**config.mk**
```make
export PLATFORM = sky130hd
export DESIGN_NAME = dllp_rx_handler_mvc
export DESIGN_NICKNAME = d
export VERILOG_FILES = /design/src/rtl/dllp_rx_handler_mvc.sv
export SDC_FILE = /design/constraint.sdc
export NUM_CORES = 1
export LEC_CHECK = 0
export CAP_MARGIN = 20
export CELL_PAD_IN_SITES_DETAIL_PLACEMENT = 0
export CELL_PAD_IN_SITES_GLOBAL_PLACEMENT = 1
export CORE_ASPECT_RATIO = 0.9
export CORE_MARGIN = 3
export CORE_UTILIZATION = 40
export DETAILED_ROUTE_END_ITERATION = 6
export MAX_ROUTING_LAYER = met4
export PLACE_DENSITY = 0.8
export SLEW_MARGIN = 20
export SYNTH_ARGS = -nofsm -noshare
export SYNTH_HDL_FRONTEND = slang
export SYNTH_SLANG_ARGS = --single-unit
```
**constraint.sdc**
```tcl
create_clock -name clk_i -period 10.02 [get_ports clk_i]
set_clock_uncertainty 0.05 [all_clocks]
set_input_delay 2.004 -clock clk_i [delete_from_list [all_inputs] [get_ports clk_i]]
set_output_delay 2.004 -clock clk_i [all_outputs]
set_load 0.1 [all_outputs]
```
**src/rtl/dllp_rx_handler_mvc.sv**
```systemverilog
// Receive-side DLLP decoder: skid-buffered PHY stream, CRC16 check, Ack/Nak reporting,
// per-VC flow-control credit tracking and saturating error counters.
module dllp_rx_handler_mvc #(
  parameter int DATA_WIDTH    = 32,
  parameter int KEEP_WIDTH    = DATA_WIDTH / 8,
  parameter int USER_WIDTH    = 4,
  parameter int NUM_VC        = 1,
  parameter int ERR_CNT_WIDTH = 16
) (
  input  logic                     clk_i,
  input  logic                     rst_ni,
  input  logic                     phy_link_up_i,
  input  logic [DATA_WIDTH-1:0]    s_axis_tdata,
  input  logic [KEEP_WIDTH-1:0]    s_axis_tkeep,
  input  logic                     s_axis_tvalid,
  input  logic                     s_axis_tlast,
  input  logic [USER_WIDTH-1:0]    s_axis_tuser,
  output logic                     s_axis_tready,
  output logic [11:0]              seq_num_o,
  output logic                     seq_num_vld_o,
  output logic                     seq_num_acknack_o,
  output logic [8*NUM_VC-1:0]      tx_fc_ph_o,
  output logic [12*NUM_VC-1:0]     tx_fc_pd_o,
  output logic [8*NUM_VC-1:0]      tx_fc_nph_o,
  output logic [12*NUM_VC-1:0]     tx_fc_npd_o,
  output logic [8*NUM_VC-1:0]      tx_fc_cplh_o,
  output logic [12*NUM_VC-1:0]     tx_fc_cpld_o,
  output logic [NUM_VC-1:0]        update_fc_o,
  output logic [NUM_VC-1:0]        fc1_values_stored_o,
  output logic [NUM_VC-1:0]        fc2_values_stored_o,
  output logic [ERR_CNT_WIDTH-1:0] crc_err_cnt_o,
  output logic [ERR_CNT_WIDTH-1:0] malformed_cnt_o
);

  localparam bit WIDE = (DATA_WIDTH == 64);

  localparam logic [1:0] ST_IDLE    = 2'd0;
  localparam logic [1:0] ST_CRC     = 2'd1;
  localparam logic [1:0] ST_FLUSH   = 2'd2;
  localparam logic [1:0] ST_PROCESS = 2'd3;

  // CRC16 (poly 0x100B), bytes in order, each byte LSB first
  function automatic logic [15:0] pcie_datalink_crc(input logic [31:0] data, input logic [15:0] crc_in);
    logic [15:0] c;
    logic        fb;
    c = crc_in;
    for (int i = 0; i < 32; i++) begin
      fb = c[15] ^ data[i];
      c  = {c[14:0], 1'b0};
      if (fb) c = c ^ 16'h100B;
    end
    return c;
  endfunction

  // ---------------- input skid buffer ----------------
  logic [DATA_WIDTH-1:0] out_data_reg, tmp_data_reg;
  logic                  out_valid_reg, out_last_reg, out_user_reg;
  logic                  tmp_valid_reg, tmp_last_reg, tmp_user_reg;
  logic                  in_ready_reg;
  logic                  in_ready_early;
  logic                  out_valid_next, tmp_valid_next;
  logic                  in_to_out, in_to_tmp, tmp_to_out;
  logic                  out_ready;
  logic                  fire;

  assign s_axis_tready = in_ready_reg;

  always_comb begin
    in_ready_early = out_ready || (!tmp_valid_reg && (!out_valid_reg || !s_axis_tvalid));
    out_valid_next = out_valid_reg;
    tmp_valid_next = tmp_valid_reg;
    in_to_out      = 1'b0;
    in_to_tmp      = 1'b0;
    tmp_to_out     = 1'b0;
    if (in_ready_reg) begin
      if (out_ready || !out_valid_reg) begin
        out_valid_next = s_axis_tvalid;
        in_to_out      = 1'b1;
      end else begin
        tmp_valid_next = s_axis_tvalid;
        in_to_tmp      = 1'b1;
      end
    end else if (out_ready) begin
      out_valid_next = tmp_valid_reg;
      tmp_valid_next = 1'b0;
      tmp_to_out     = 1'b1;
    end
  end

  always_ff @(posedge clk_i or negedge rst_ni) begin
    if (!rst_ni) begin
      in_ready_reg  <= 1'b0;
      out_valid_reg <= 1'b0;
      tmp_valid_reg <= 1'b0;
      out_data_reg  <= '0;
      out_last_reg  <= 1'b0;
      out_user_reg  <= 1'b0;
      tmp_data_reg  <= '0;
      tmp_last_reg  <= 1'b0;
      tmp_user_reg  <= 1'b0;
    end else begin
      in_ready_reg  <= in_ready_early && phy_link_up_i;
      out_valid_reg <= out_valid_next && phy_link_up_i;
      tmp_valid_reg <= tmp_valid_next && phy_link_up_i;
      if (in_to_out) begin
        out_data_reg <= s_axis_tdata;
        out_last_reg <= s_axis_tlast;
        out_user_reg <= s_axis_tuser[0];
      end else if (tmp_to_out) begin
        out_data_reg <= tmp_data_reg;
        out_last_reg <= tmp_last_reg;
        out_user_reg <= tmp_user_reg;
      end
      if (in_to_tmp) begin
        tmp_data_reg <= s_axis_tdata;
        tmp_last_reg <= s_axis_tlast;
        tmp_user_reg <= s_axis_tuser[0];
      end
    end
  end

  // ---------------- beat field extraction ----------------
  logic [31:0] beat_body;
  logic [15:0] crc_field;

  if (WIDE) begin : g_w64
    logic unused_hi;
    assign beat_body = out_data_reg[31:0];
    assign crc_field = out_data_reg[47:32];
    assign unused_hi = ^out_data_reg[DATA_WIDTH-1:48];
  end else begin : g_w32
    assign beat_body = out_data_reg[31:0];
    assign crc_field = out_data_reg[15:0];
  end

  // ---------------- FSM ----------------
  logic [1:0]  state_reg, state_next;
  logic [31:0] body_reg;
  logic [31:0] crc_body;
  logic        crc_ok;
  logic        body_load;
  logic        crc_err_inc;
  logic        fsm_malformed;

  assign out_ready = phy_link_up_i && (state_reg != ST_PROCESS);
  assign fire      = out_valid_reg && out_ready;
  assign crc_body  = (state_reg == ST_IDLE) ? beat_body : body_reg;
  assign crc_ok    = (crc_field == ~pcie_datalink_crc(crc_body, 16'hFFFF));

  always_comb begin
    state_next    = state_reg;
    body_load     = 1'b0;
    crc_err_inc   = 1'b0;
    fsm_malformed = 1'b0;
    case (state_reg)
      ST_IDLE: begin
        if (fire && out_user_reg) begin
          body_load = 1'b1;
          if (WIDE) begin
            if (!out_last_reg) begin
              fsm_malformed = 1'b1;
              state_next    = ST_FLUSH;
            end else if (crc_ok) begin
              state_next = ST_PROCESS;
            end else begin
              crc_err_inc = 1'b1;
            end
          end else if (out_last_reg) begin
            fsm_malformed = 1'b1;
          end else begin
            state_next = ST_CRC;
          end
        end
      end
      ST_CRC: begin
        if (fire) begin
          if (!out_last_reg) begin
            fsm_malformed = 1'b1;
            state_next    = ST_FLUSH;
          end else if (crc_ok) begin
            state_next = ST_PROCESS;
          end else begin
            crc_err_inc = 1'b1;
            state_next  = ST_IDLE;
          end
        end
      end
      ST_FLUSH: begin
        if (fire && out_last_reg) state_next = ST_IDLE;
      end
      default: state_next = ST_IDLE;
    endcase
    if (!phy_link_up_i) state_next = ST_IDLE;
  end

  always_ff @(posedge clk_i or negedge rst_ni) begin
    if (!rst_ni) begin
      state_reg <= ST_IDLE;
      body_reg  <= '0;
    end else begin
      state_reg <= state_next;
      if (body_load) body_reg <= beat_body;
    end
  end

  // ---------------- decode ----------------
  logic [7:0]  b0, b1, b2, b3;
  logic [11:0] dec_seq;
  logic [7:0]  dec_hdr;
  logic [11:0] dec_data;
  logic [2:0]  dec_vc;
  logic [1:0]  fc_cls;
  logic        do_dec, is_ack, is_nak, is_pm, is_vendor;
  logic        fc_init1, fc_init2, fc_upd, is_fc, vc_ok;
  logic        dec_malformed, seq_fwd;
  logic [11:0] seq_num_reg, seq_diff;
  logic        seq_vld_reg, acknack_reg, have_seq_reg;
  logic        unused_bits;

  assign {b3, b2, b1, b0} = body_reg;
  assign dec_seq     = {b2[3:0], b3};
  assign dec_hdr     = {b1[5:0], b2[7:6]};
  assign dec_data    = {b2[3:0], b3};
  assign dec_vc      = b0[2:0];
  assign fc_cls      = b0[5:4];
  assign seq_diff    = dec_seq - seq_num_reg;
  assign unused_bits = ^{s_axis_tkeep, s_axis_tuser[USER_WIDTH-1:1], b1[7:6], b2[5:4]};

  always_comb begin
    do_dec    = (state_reg == ST_PROCESS) && phy_link_up_i;
    is_ack    = (b0 == 8'h00);
    is_nak    = (b0 == 8'h10);
    is_pm     = (b0 >= 8'h20) && (b0 <= 8'h24);
    is_vendor = (b0 == 8'h30);
    fc_init1  = (b0[7:4] == 4'h4) || (b0[7:4] == 4'h5) || (b0[7:4] == 4'h6);
    fc_init2  = (b0[7:4] == 4'hC) || (b0[7:4] == 4'hD) || (b0[7:4] == 4'hE);
    fc_upd    = (b0[7:4] == 4'h8) || (b0[7:4] == 4'h9) || (b0[7:4] == 4'hA);
    is_fc     = fc_init1 || fc_init2 || fc_upd;
    vc_ok     = ({29'd0, dec_vc} < NUM_VC);
    dec_malformed = do_dec && ((is_fc && !vc_ok) ||
                               !(is_ack || is_nak || is_fc || is_pm || is_vendor));
    // An Ack/Nak more than half the sequence space behind the last one is stale
    seq_fwd = do_dec && (is_ack || is_nak) && !(have_seq_reg && seq_diff[11]);
  end

  always_ff @(posedge clk_i or negedge rst_ni) begin
    if (!rst_ni) begin
      crc_err_cnt_o   <= '0;
      malformed_cnt_o <= '0;
      seq_num_reg     <= '0;
      seq_vld_reg     <= 1'b0;
      acknack_reg     <= 1'b0;
      have_seq_reg    <= 1'b0;
    end else begin
      if (crc_err_inc && (crc_err_cnt_o != '1))
        crc_err_cnt_o <= crc_err_cnt_o + ERR_CNT_WIDTH'(1);
      if ((fsm_malformed || dec_malformed) && (malformed_cnt_o != '1))
        malformed_cnt_o <= malformed_cnt_o + ERR_CNT_WIDTH'(1);
      seq_vld_reg <= seq_fwd;
      if (seq_fwd) begin
        seq_num_reg  <= dec_seq;
        acknack_reg  <= is_ack;
        have_seq_reg <= 1'b1;
      end
      if (!phy_link_up_i) have_seq_reg <= 1'b0;
    end
  end

  assign seq_num_o         = seq_num_reg;
  assign seq_num_vld_o     = seq_vld_reg;
  assign seq_num_acknack_o = acknack_reg;

  // ---------------- per-VC credit state ----------------
  for (genvar gi = 0; gi < NUM_VC; gi++) begin : g_vc
    logic [7:0]  ph_reg, nph_reg, cplh_reg;
    logic [11:0] pd_reg, npd_reg, cpld_reg;
    logic [2:0]  fc1_got_reg, fc2_got_reg;
    logic [2:0]  cls_bit;
    logic        upd_reg, hit, upd_ok, wr;

    assign hit     = do_dec && is_fc && vc_ok && (dec_vc == 3'(gi));
    assign cls_bit = 3'b001 << fc_cls;
    assign upd_ok  = fc_upd && (&fc2_got_reg);
    assign wr      = hit && (fc_init1 || fc_init2 || upd_ok);

    always_ff @(posedge clk_i or negedge rst_ni) begin
      if (!rst_ni) begin
        {ph_reg, nph_reg, cplh_reg} <= '0;
        {pd_reg, npd_reg, cpld_reg} <= '0;
        fc1_got_reg <= '0;
        fc2_got_reg <= '0;
        upd_reg     <= 1'b0;
      end else if (!phy_link_up_i) begin
        {ph_reg, nph_reg, cplh_reg} <= '0;
        {pd_reg, npd_reg, cpld_reg} <= '0;
        fc1_got_reg <= '0;
        fc2_got_reg <= '0;
        upd_reg     <= 1'b0;
      end else begin
        upd_reg <= 1'b0;
        if (hit && fc_init1) fc1_got_reg <= fc1_got_reg | cls_bit;
        if (hit && fc_init2) begin
          fc2_got_reg <= fc2_got_reg | cls_bit;
          if (!(&fc2_got_reg) && (&(fc2_got_reg | cls_bit))) upd_reg <= 1'b1;
        end
        if (hit && upd_ok) upd_reg <= 1'b1;
        if (wr) begin
          case (fc_cls)
            2'd0:    begin ph_reg   <= dec_hdr; pd_reg   <= dec_data; end
            2'd1:    begin nph_reg  <= dec_hdr; npd_reg  <= dec_data; end
            default: begin cplh_reg <= dec_hdr; cpld_reg <= dec_data; end
          endcase
        end
      end
    end

    assign tx_fc_ph_o[8*gi +: 8]     = ph_reg;
    assign tx_fc_nph_o[8*gi +: 8]    = nph_reg;
    assign tx_fc_cplh_o[8*gi +: 8]   = cplh_reg;
    assign tx_fc_pd_o[12*gi +: 12]   = pd_reg;
    assign tx_fc_npd_o[12*gi +: 12]  = npd_reg;
    assign tx_fc_cpld_o[12*gi +: 12] = cpld_reg;
    assign update_fc_o[gi]           = upd_reg;
    assign fc1_values_stored_o[gi]   = &fc1_got_reg;
    assign fc2_values_stored_o[gi]   = &fc2_got_reg;
  end

endmodule

```
; ---- After elaboration in Yosys (flattened, before gate mapping)
; Index checks and enable logic that the tools add are counted.
[classes]
add_sub_neg = 3
magnitude_cmp = 3
eq_ne = 30
shift = 1
muxes = 98
bitwise = 65
n_reduce_logical = 64
[op_table]
columns = operator, n
row1 = $mux 13, 32
row2 = $not 4->4, 31
row3 = $mux 12, 9
row4 = $mux 32, 3
row5 = $mux 8, 9
row6 = $add 16x1->16 const B, 2
row7 = $mux 1, 32
row8 = $ne 16x16->1 const B, 2
row9 = $xor 1x1->1, 28
row10 = $logic_and 1x1->1, 26
row11 = $eq 4x4->1 const B, 6
row12 = $logic_or 1x1->1, 18
row13 = $eq 16x16->1, 1
row14 = $not 16->16, 1
row15 = $mux 2, 7
row16 = $eq 4x3->1 const B, 3
row17 = $mux 3, 4
row18 = $ne 2x1->1 const B, 6
row19 = $sub 12x12->12, 1
row20 = $ne 3x3->1 const B, 3
row21 = $reduce_and 3->1, 3
row22 = $eq 8x5->1 const B, 1
row23 = $eq 8x6->1 const B, 1
row24 = $ge 8x6->1 const B, 1
row25 = other kinds (19), 34
[totals]
regBits = 219
wordCells = 290

; ---- Logic depth before layout (Yosys ltp)
[depth]
word_depth = 72
ltp_mapped = 19
ltp_nobuf = 14

; ---- Least setup slack after synthesis
; OpenSTA, ideal clock, no wires.
[synth_timing]
path_type = register to register
from = register seq_num_reg[1] (netlist: seq_num_o[1])
to = register seq_num_reg[11] (netlist: seq_num_o[11])
setup_ns = 0.126
arrival_time_ns = 4.207
t_required_ns = 9.844
setup_slack_ns = 5.637
path_stages_with_launch = 16
n_path_buf = 1
period_less_slack_ns = 4.383
cell_sequence = dfrtp_1 -> inv_1 -> ha_1 -> a21o_1 -> a21o_1 -> a21o_1 -> a21o_1 -> a21o_1 -> a21o_1 -> a21o_1 -> a21o_1 -> a21o_1 -> a21o_1 -> a211oi_1 -> clkbuf_1 -> mux2_2
[synth_between]
elab_chain_len = 4
[synth_lines]
columns = item, line_no
row1 = start: declaration, 216  ; logic [11:0] seq_num_reg, seq_diff;
row2 = start signal: assignment, 261  ; seq_num_reg <= dec_seq;
row3 = $sub 12x12->12, 226  ; assign seq_diff = dec_seq - seq_num_reg;
row4 = $logic_and 1x1->1, 243  ; seq_fwd = do_dec && (is_ack || is_nak) && !(have_seq_reg && seq_diff[11]);
row5 = $logic_not 1->1, 243
row6 = $logic_and 1x1->1, 243
row7 = named net seq_fwd, 215  ; logic dec_malformed, seq_fwd;
; The timed path passes the listed nets, and every way through them passes these cells.
; A chain may end at the register's enable or synchronous reset.

; ---- Worst setup path after layout
[layout_timing]
from = register state_reg[0]
to = register crc_err_cnt_o[1]
[layout_between]
elab_chain_len = 43
word_cells_on_any_way = 107
cone_classes = eq/ne (3) / mux (37) / bitwise (63) / reduce/logical (4)
[layout_lines]
columns = item, line_no
row1 = start: declaration, 137  ; logic [1:0] state_reg, state_next;
row2 = start signal: assignment, 201  ; state_reg <= state_next;
row3 = $logic_not 2->1, 147  ; assign crc_body = (state_reg == ST_IDLE) ? beat_body : body_reg;
row4 = $mux 32, 147
row5 = $xor 1x1->1, 48  ; fb = c[15] ^ data[i];
row6 = $mux 13, 50  ; if (fb) c = c ^ 16'h100B;
row7 = $not 4->4 (no source line), --
row8 = $mux 13 (2 in a row), 50
row9 = $not 4->4 (no source line), --
row10 = $mux 13 (9 in a row), 50
row11 = [18 not listed], --
row12 = $mux 13, 50
row13 = $not 16->16, 148  ; assign crc_ok = (crc_field == ~pcie_datalink_crc(crc_body, 16'hFFFF));
row14 = $eq 16x16->1, 148
row15 = $mux 1, 180  ; end else if (crc_ok) begin
row16 = $mux 1, 177  ; if (!out_last_reg) begin
row17 = $mux 1, 176  ; if (fire) begin
row18 = $mux 1 (*), 155  ; case (state_reg)
row19 = $logic_and 1x1->1 (*), 255  ; if (crc_err_inc && (crc_err_cnt_o != '1))
row20 = end signal: assignment, 256  ; crc_err_cnt_o <= crc_err_cnt_o + ERR_CNT_WIDTH'(1);
row21 = end: declaration, 31  ; output logic [ERR_CNT_WIDTH-1:0] crc_err_cnt_o,
; Mark *: on every way between the ends. The rest lies on a longest branch, timed or not.

==> flow_summary.toml <==
[detailed_routing]
wl_per_cell_um = 18.4
drt_iter0_drc = 606
route.final.wire_length_um = 27700
vias = 7992
drc = 0
drtPass1Iterations = 5
ant_nets = 0
viasPerCell = 5.32

[timing]
relSlewSlack = 0.309
fin_crit_sh = 0.532
fin_crit_ns = 5.33
slew_viol_final = 0
rsz0062_at_grt = "no"
hold_violations = 0
fin_setup_tns_ns = 0
worstMarginPinSlew_ns = 1.03
clock.fmax_ghz = 0.187
final.setup.worst_slack_ns = 4.69
setup_viol = 0
hold_slack_ns = 0.433

[global_route]
grt_max_degree = 130
antenna_found_initial = 0
grt_first_pass_wirelength_um = 43900
grt_pass1_vias = 7798
overflow = 0
grtUsageTotal = 0.181

[setup_path]
arrival_ns = 5.68
critPathLaunchType = "flop"
endpoint_kind = "flop"
critical_path_class = "reg2reg"
required_ns = 10.37
critPathMaxFanout = 32
ff2ff_path_depth = 14

[clock_tree]
postCtsSetupRepairBufs = 0
cts_buffers = 24
cts.htree.levels = 1
clk_pin_slew_ns = 0.06
cts_resized = 0
clockBufferDepth = 3
cts_hold_buf = 0
cts-root-buf = "clkbuf_16"
cts_sinks = 219
cts_tree = "built"
clk-insertion-delay-late_ns = 0.51

[logic_synthesis]
synth_most_common_cell = "dfrtp_1"
synth-adder-area-share = 0.0130
synth.top_cell.area_share = 0.474
ys_types = 61
synth_warnings = 0
syn-cell-area_um2 = 11600
avgSynthCellArea_um2 = 11.5
synth_top_family_by_area = "XOR/XNOR gates"
postSynthCellCount = 1003
synth-simple-area-share = 0.0925
synthXorXnorAreaFrac = 0.186
yosysTopAreaCell = "dfrtp_1"
synth_edf_count = 0
ys.flop_type = "dfrtp_1"
synth_commonest_cells = "dfrtp_1 (219), nand2_1 (119), xnor2_1 (98)"
synth-seq-area-share = 0.474
synth_mux_area_frac = 0.104
async_flop_share = 1.00
synth_area_leaders = "dfrtp_1 (47%), mux2_2 (7.6%), xnor2_1 (7.4%), xnor3_1 (6.2%), nand2_1 (3.9%)"
synth-compound-area-share = 0.0876
ys_seq_elements = 219
synth_fp_nets = 1060

[place]
place.gp.congestion = 0.871
dp_slack_ns = 4.68
portBuffers = 147
dp_hpwl_um = 19600
placedCellCount = 1458

[power]
total_leakage_power_nw = 6.43
pwr_density_cell_nw_per_um2 = 364
p_sw_mw = 2.15
internal_power_mw = 3.03
ir_drop_mv = 0.329
pwr-share-clk = 0.181
comb_power_share = 0.585
switching_share = 0.415
p_seq_frac = 0.233

[floorplan]
io_pins = 155
num_rows = 58
die_w_um = 185
coreArea_um2 = 28200
die_y_um = 167
die_area_um2 = 31000
initial_core_util = 0.410

[layout]
fill_cells = 2499
area_growth_pct = 23.0
stdcell_count = 1501
antenna-diode-count = 0
nets = 1183
drive_gt1_frac = 0.145

[job]
timing.max_cap.violations = 0

[hold_path]
min_path_type = "reg2reg"
hold-path-cell-count = 2

[run_status]
status = "finished, final reports clean"
per-layer routing:
| layer | up-vias | part of all wire | GRT usage |
|---|---|---|---|
| met5 | - | 0 | - |
| met4 | 0 | 0.019 | 0.0316 |
| met3 | 38 | 0.061 | 0.0300 |
| li1 | 3716 | - | - |
| met2 | 253 | 0.43 | 0.258 |
| met1 | 3985 | 0.49 | 0.278 |
cell type report:
cell class,instances,area [µm²],area share
well taps,360,450,0.0317
flip-flops and latches,219,5480,0.386
clock inverters,11,164,0.0115
clock buffers,30,684,0.0482
inverters,52,195,0.0137
repair buffers,159,1610,0.113
multi-input cells,670,5630,0.396
through the flow:
stage | cell area [µm²] | util | power, mW
6_report | 14200 | 0.505 | 5.18
3_3_place_gp | 13300 | 0.473 | 4.19
4_1_cts | 14200 | 0.503 | 5.20
3_5_place_dp | 13300 | 0.473 | 4.24
5_1_grt | 14200 | 0.505 | 5.47
2_1_floorplan | 11600 | - | 3.69
cell families (layout without fill, tap and decap cells):
kind of cell,count (synthesis),after routing
AOI/OAI and AO/OA,147,147
xor gates and xnor gates,179,179
and+or+nand+nor,225,225
DFF,219,219
buffers and inverters,114,252
adders and majority gates,12,12
muxes,107,107
layout by cell type (no fill, tap or decap), drive strengths merged, types with 4 or more instances in the layout:
cell,instances
a222oi,34
nand3,14
a2111oi,4
nand3b,5
nor3,4
nand2,119
xnor2,104
xnor3,36
bufinv,4
or3,4
ha,12
a21o,11
mux2i,27
buf,13
o21ai,68
xor2,37
dfrtp,219
nand4,12
and2,4
inv,52
nor2,37
clkbuf,30
mux2,80
clkdlybuf4s50,146
and3,12
clkinv,5
a21oi,13
final timing paths:
path | startpoint | endpoint | slack [ns]
max in group asynchronous | rst_ni | tmp_data_reg[18] | 6.59
setup reg to reg | state_reg[0] | crc_err_cnt_o[1] | 4.69
hold / removal | tmp_data_reg[18] | beat_body[18] | 0.43
setup / recovery | state_reg[0] | crc_err_cnt_o[1] | 4.69
min in group asynchronous | rst_ni | body_reg[8] | 1.31
hold reg to reg | tmp_data_reg[18] | beat_body[18] | 0.43
power by group through the flow:
| stage | registers, mW | clock network [mW] | logic, mW |
|---|---|---|---|
| global placement | 1.22 | 0 | 2.97 |
| floorplan | 1.53 | 0 | 2.16 |
| CTS | 1.21 | 0.967 | 3.03 |
| detailed placement | 1.22 | 0 | 3.01 |
| global route | 1.23 | 1.00 | 3.24 |
| finish | 1.21 | 0.939 | 3.03 |
critical path, cell delays in order, from the launching register on:
cell and delay, ns:
dfrtp_1 0.50, nor2_4 0.12, buf_4 0.46, mux2i_4 0.38, xor2_1 0.36, xnor3_2 0.57
xnor3_2 0.52, xnor3_1 0.41, nor3b_1 0.08, o31a_1 0.27, a2111oi_2 0.36, o2111ai_2 0.29
and4_4 0.36, nand2_1 0.12, mux2_1 0.33
Power figures use the tool's default switching activity.
